`src/rtl/pipeline_hazard_ctrl_pkg.sv`:
```
// Shared encodings for the 5-stage pipeline hazard controller and its forwarding unit.
package pipeline_hazard_ctrl_pkg;

    typedef enum logic [1:0] {
        RUN      = 2'd0,
        MEM_WAIT = 2'd1,
        PC_WAIT  = 2'd2
    } state_t;

    localparam logic [1:0] FWD_RF = 2'b00;
    localparam logic [1:0] FWD_W  = 2'b01;
    localparam logic [1:0] FWD_M  = 2'b10;

    localparam logic [3:0] R15 = 4'hF;

endpackage

```
`src/rtl/pipeline_hazard_ctrl_forward_unit.sv`:
```
// Execute-stage operand forwarding select: M beats W, R15 always comes from the register file.
module forward_unit
    import pipeline_hazard_ctrl_pkg::*;
(
    input  logic [3:0] ra,
    input  logic [3:0] wa_m,
    input  logic [3:0] wa_w,
    input  logic       reg_write_m,
    input  logic       reg_write_w,
    output logic [1:0] fwd
);

    always_comb begin
        fwd = FWD_RF;
        if (ra != R15) begin
            if (reg_write_m && (wa_m == ra)) begin
                fwd = FWD_M;
            end else if (reg_write_w && (wa_w == ra)) begin
                fwd = FWD_W;
            end
        end
    end

endmodule

```
`src/rtl/pipeline_hazard_ctrl.sv`:
```
// Stall/flush sequencer for the F/D/E/M/W pipe: memory wait, PC-write drain, mispredict and load-use.
module pipeline_hazard_ctrl
    import pipeline_hazard_ctrl_pkg::*;
#(
    parameter int CNT_W       = 16,
    parameter int MEM_TIMEOUT = 64,
    parameter int PCW_DEPTH   = 3
) (
    input  logic             clk,
    input  logic             rst_n,
    input  logic [3:0]       RA1D,
    input  logic [3:0]       RA2D,
    input  logic [3:0]       RA1E,
    input  logic [3:0]       RA2E,
    input  logic [3:0]       WA3E,
    input  logic [3:0]       WA3M,
    input  logic [3:0]       WA3W,
    input  logic             MemtoRegE,
    input  logic             RegWriteM,
    input  logic             RegWriteW,
    input  logic             PCSrcD,
    input  logic             PCWrPendingW,
    input  logic             MispredictE,
    input  logic             MemAccessM,
    input  logic             mem_ready,
    output logic             StallF,
    output logic             StallD,
    output logic             StallE,
    output logic             StallM,
    output logic             FlushD,
    output logic             FlushE,
    output logic             FlushW,
    output logic [1:0]       ForwardAE,
    output logic [1:0]       ForwardBE,
    output logic [CNT_W-1:0] stall_cycles,
    output logic [CNT_W-1:0] flush_events,
    output logic             mem_err
);

    localparam int PCW_W = $clog2(PCW_DEPTH + 1);
    localparam int TMO_W = $clog2(MEM_TIMEOUT + 1);
    localparam logic [PCW_W-1:0] PCW_MAX  = PCW_W'(PCW_DEPTH);
    localparam logic [TMO_W-1:0] TMO_LAST = TMO_W'(MEM_TIMEOUT - 1);

    state_t           state;
    state_t           state_nxt;
    logic [PCW_W-1:0] pcw_cnt;
    logic [PCW_W-1:0] pcw_nxt;
    logic [TMO_W-1:0] tmo_cnt;
    logic             pending_mispredict;
    logic             mem_hold;
    logic             timeout_hit;
    logic             mispredict_apply;
    logic             load_use;
    logic [1:0]       fwd_a;
    logic [1:0]       fwd_b;

    function automatic logic [CNT_W-1:0] sat_inc(input logic [CNT_W-1:0] v, input logic en);
        return (en && !(&v)) ? v + 1'b1 : v;
    endfunction

    function automatic logic [PCW_W-1:0] pcw_step(input logic [PCW_W-1:0] v,
                                                  input logic inc, input logic dec);
        logic [PCW_W-1:0] r;
        r = v;
        if (inc && !dec && (v != PCW_MAX)) begin
            r = v + 1'b1;
        end else if (dec && !inc && (v != '0)) begin
            r = v - 1'b1;
        end
        return r;
    endfunction

    forward_unit u_fwd_a (
        .ra          (RA1E),
        .wa_m        (WA3M),
        .wa_w        (WA3W),
        .reg_write_m (RegWriteM),
        .reg_write_w (RegWriteW),
        .fwd         (fwd_a)
    );

    forward_unit u_fwd_b (
        .ra          (RA2E),
        .wa_m        (WA3M),
        .wa_w        (WA3W),
        .reg_write_m (RegWriteM),
        .reg_write_w (RegWriteW),
        .fwd         (fwd_b)
    );

    assign ForwardAE = rst_n ? fwd_a : FWD_RF;
    assign ForwardBE = rst_n ? fwd_b : FWD_RF;

    // Controls decode from the registered state plus this cycle's hazards; reset holds them quiet.
    always_comb begin
        StallF           = 1'b0;
        StallD           = 1'b0;
        StallE           = 1'b0;
        StallM           = 1'b0;
        FlushD           = 1'b0;
        FlushE           = 1'b0;
        FlushW           = 1'b0;
        state_nxt        = state;
        pcw_nxt          = pcw_cnt;
        mem_hold         = 1'b0;
        timeout_hit      = 1'b0;
        mispredict_apply = 1'b0;
        load_use         = MemtoRegE && (WA3E != R15) && ((WA3E == RA1D) || (WA3E == RA2D));

        if (!rst_n) begin
            state_nxt = RUN;
        end else if (state == MEM_WAIT) begin
            if (!mem_ready) begin
                mem_hold = 1'b1;
                if (tmo_cnt == TMO_LAST) begin
                    timeout_hit = 1'b1;
                    state_nxt   = RUN;
                end
            end else if (pcw_cnt != '0) begin
                // PC write still in flight: keep fetch frozen and fall back into the drain
                StallF    = 1'b1;
                FlushD    = 1'b1;
                state_nxt = PC_WAIT;
            end else begin
                state_nxt = RUN;
            end
        end else if (MemAccessM && !mem_ready) begin
            mem_hold  = 1'b1;
            state_nxt = MEM_WAIT;
        end else begin
            mispredict_apply = MispredictE || pending_mispredict;
            if (state == PC_WAIT) begin
                StallF  = 1'b1;
                FlushD  = 1'b1;
                FlushE  = mispredict_apply;
                pcw_nxt = pcw_step(pcw_cnt, PCSrcD, PCWrPendingW);
                if (pcw_nxt == '0) begin
                    state_nxt = RUN;
                end
            end else if (mispredict_apply) begin
                FlushD = 1'b1;
                FlushE = 1'b1;
            end else if (PCSrcD) begin
                StallF    = 1'b1;
                FlushD    = 1'b1;
                pcw_nxt   = pcw_step(pcw_cnt, 1'b1, 1'b0);
                state_nxt = PC_WAIT;
            end else if (load_use) begin
                StallF = 1'b1;
                StallD = 1'b1;
                FlushE = 1'b1;
            end
        end

        if (mem_hold) begin
            StallF = 1'b1;
            StallD = 1'b1;
            StallE = 1'b1;
            StallM = 1'b1;
            FlushW = 1'b1;
        end
    end

    always_ff @(posedge clk or negedge rst_n) begin
        if (!rst_n) begin
            state              <= RUN;
            pcw_cnt            <= '0;
            tmo_cnt            <= '0;
            pending_mispredict <= 1'b0;
            mem_err            <= 1'b0;
            stall_cycles       <= '0;
            flush_events       <= '0;
        end else begin
            state   <= state_nxt;
            pcw_cnt <= pcw_nxt;
            tmo_cnt <= (state == MEM_WAIT && mem_hold && !timeout_hit) ? tmo_cnt + 1'b1 : '0;
            if (timeout_hit) begin
                mem_err <= 1'b1;
            end
            // A mispredict seen while memory holds the pipe is replayed once the pipe moves again
            if (mispredict_apply) begin
                pending_mispredict <= 1'b0;
            end else if (mem_hold && MispredictE) begin
                pending_mispredict <= 1'b1;
            end
            stall_cycles <= sat_inc(stall_cycles, StallF);
            flush_events <= sat_inc(flush_events, mispredict_apply);
        end
    end

endmodule

```
`config.mk`:
```
export PLATFORM = sky130hd
export DESIGN_NAME = pipeline_hazard_ctrl
export DESIGN_NICKNAME = d
export VERILOG_FILES = /design/src/rtl/pipeline_hazard_ctrl_pkg.sv /design/src/rtl/pipeline_hazard_ctrl_forward_unit.sv /design/src/rtl/pipeline_hazard_ctrl.sv
export SDC_FILE = /design/constraint.sdc
export NUM_CORES = 1
export LEC_CHECK = 0
export ABC_AREA = 1
export CELL_PAD_IN_SITES_DETAIL_PLACEMENT = 0
export CELL_PAD_IN_SITES_GLOBAL_PLACEMENT = 1
export CORE_MARGIN = 2
export CORE_UTILIZATION = 30
export CTS_CLUSTER_SIZE = 12
export DETAILED_ROUTE_END_ITERATION = 7
export PLACE_DENSITY_LB_ADDON = 0.1
export SYNTH_ARGS = -nofsm -noshare
export SYNTH_HDL_FRONTEND = slang
export SYNTH_HIERARCHICAL = 1
export SYNTH_SLANG_ARGS = --single-unit
```
`constraint.sdc`:
```
create_clock -name clk -period 2 [get_ports clk]
set_input_delay 0.4 -clock clk [delete_from_list [all_inputs] [get_ports clk]]
set_output_delay 0.4 -clock clk [all_outputs]
set_load 0.01 [all_outputs]
```
==> metrics.cfg, run 1 <==
[run_status]
status = complete, no violations

[synth]
synth.top_cells.by_area = dfrtp_1 34%, nand2_1 19%, inv_1 7.0%, nor2_1 6.1%, nand3_1 5.3%
syn-num-nets = 533
yosys_most_used_dff = dfrtp_1
yosysWarningCount = 6
netlist_instances = 490
synth-seq-cells = 45
syn_area_sq_um = 3310
synth.most_common_cell = nand2_1
yosysSeqAreaShare = 0.341
synth_commonest_cells = 168 x nand2_1, 62 x inv_1, 54 x nor2_1
yosys.area.top_type = dfrtp_1
synth_edf_count = 0
syn_area_per_cell_sq_um = 6.75
synth_top_area_frac = 0.341
async_flop_share = 1.00
synth.distinct_cells = 38

[flow_run]
cap_violations = 0

[timing]
fmax_mhz = 513
holdWs_ns = 0.215
period_needed_ns = 1.95
skew_ns = 0.00516
maxSlewHeadroom = 0.766
hold_viol = 0
grt_setup_unrepaired = yes
worst_pin_slew_ns = 0.351
setup_viol = 0
drv_slew = 0
tns_ns = 0
fin_crit_sh = 0.974

[clock_network]
insertion_delay_ns = 0.30
cts_root_buffer = clkbuf_8
cts.clk_slew.worst_paths_ns = 0.08
clockBufferDepth = 2
cts_tree = built
htreeDepth = 2
cts_buffers = 5
cts_sinks = 45

[finish]
areaGrowthSynthToFinish_pct = 41.9
drive_gt1_frac = 0.200
fin_cells = 754
postLayoutCoreUtil = 0.435
diodes = 0
layout.nets = 656

[worst_setup_path]
required_ns = 1.60
critical-path-top-delay-family = flip-flops
crit_type = flop to output port
cpMostUsedCell = buf_6
cp-start-kind = flop
slowest_delay_ns = 0.44
crit_path_end_kind = output port
crit_path_top_delay_cell = dfrtp_2
cp.arrival_ns = 1.55
crit_path_cell_trace = nand2_4 > inv_2 > nand3_4 > o21ai_4 > buf_6 > a31o_2 > buf_6
cp_max_fo = 5
crit_buf_inv = 3

[die]
die_y_um = 109
start_util = 0.306
die_area_sq_um = 11900
core_area_sq_um = 10800
fp.dieW_um = 109
rows = 38
num_io_pins = 82

[grt]
busiest_layer = met2
grt_pass1_vias = 3208
grt_max_degree = 23
grt_overflow = 0
grt_pass1_wl_mm = 14.4
met2_usage = 0.256
track_usage = 0.150
use_met1 = 0.197
antenna_found_initial = 0
grt_use_met3 = 0.0257

[placement]
port_buffers = 81
dpl.cell_count = 741
dp_hpwl_mm = 6.71
place_congestion = 0.872

[drt]
drt_wl_total_mm = 8.63
vias = 3306
drt-vias-per-instance = 4.38
drc = 0
ant_nets = 0
drtPass1Iterations = 4
drt_iter0_drc = 101
avgRoutedWirePerCell_um = 11.4

[power]
irDropWorstVdd_mv = 0.538
p_leak_nw = 2.47
totalPowerFinal_mw = 3.08
p_per_area_nw_per_um2 = 656

[min_path]
hold_class = primary input to async pin

final cells by class:
cell class	instances	area, sq um
Clock buffer	7	96.3
Clock inverter	1	5.00
Fill cell	1153	6100
Inverter	78	293
Multi-Input combinational cell	359	1910
Sequential cell	45	1130
Tap cell	140	175
Timing Repair Buffer	124	1090
final timing paths:
kind	startpoint	endpoint	slack, ns	depth (start not counted)
hold / removal	rst_n	flush_events[12]	0.21	2
setup reg to reg	state[0]	stall_cycles[11]	0.22	9
max in group asynchronous	rst_n	state[0]	1.27	4
setup / recovery	state[0]	StallD	0.05	7
hold reg to reg	tmo_cnt[0]	tmo_cnt[0]	0.46	1
min in group clk	tmo_cnt[0]	tmo_cnt[0]	0.46	1
what timing repair did:
action                     in CTS  in global routing
setup buffers                   2                  3
setup endpoints to repair      11                  9
pin swaps                      10                 10
resized for setup              79                 25
hold buffers                    0                  0
gates cloned                    0                  0
kinds of logic (layout without fill, tap and decap cells):
family | Yosys count | after routing | synth area share
fa+ha+maj | 5 | 5 | 0.0189
buf+inv | 86 | 210 | 0.105
compound gates | 25 | 25 | 0.0522
simple gates | 302 | 302 | 0.412
flops | 45 | 45 | 0.341
xor+xnor | 27 | 27 | 0.0715
through the flow:
stage               setup slack [ns]  cell area, sq um
finish                        0.0522              4690
global route                 -0.0320              4690
CTS                          0.00331              4630
detailed placement            -0.594              4530
global placement              -0.574              4530
floorplan                      0.216              3310
report_power, final:
group	switching [mW]	internal (mW)
logic	0.657	0.626
registers	0.128	1.04
clock network	0.316	0.313
cells in the final DEF, fill, tap and decap left out, types with 5 or more instances in the layout:
cell type          n
buf_2              7
buf_4             39
buf_6              5
clkbuf_8           7
clkdlybuf4s15_1    5
clkdlybuf4s50_1   37
dfrtp_1           44
dlygate4sd2_1     23
inv_1             60
inv_2             18
nand2_1          166
nand2_2            5
nand3_1           34
nand4_1            5
nor2_1            51
nor2_2             8
nor3_1             7
nor3_2             5
o21ai_1            7
xnor2_1           10
xor2_1            17
registers in the layout, summed over array words and instances, names as in the netlist:
register / flops
state: 2
tmo_cnt: 7
flush_events: 16
stall_cycles: 16
pcw_cnt: 2
mem_err: 1
pending_mispredict: 1
layer usage:
| metal | routed length [um] | part of all wire | vias to the layer above |
|---|---|---|---|
| met5 | 0 | 0 | - |
| met4 | 82 | 0.0095 | 0 |
| met3 | 321 | 0.037 | 10 |
| met2 | 4140 | 0.48 | 56 |
| met1 | 4090 | 0.47 | 1487 |
| li1 | - | - | 1753 |
No activity file was read; power rests on OpenSTA's default activity.
==> run 2, diff against run 1 <==
--- a/config.mk
+++ b/config.mk
@@ -10,6 +10,7 @@
 export CELL_PAD_IN_SITES_GLOBAL_PLACEMENT = 1
 export CORE_MARGIN = 2
 export CORE_UTILIZATION = 30
+export CTS_BUF_LIST = sky130_fd_sc_hd__clkbuf_4 sky130_fd_sc_hd__clkbuf_8
 export CTS_CLUSTER_SIZE = 12
 export DETAILED_ROUTE_END_ITERATION = 7
 export PLACE_DENSITY_LB_ADDON = 0.1
==> results of run 2 <==
Final layout, timing and power as in run 1 (identical DEF).
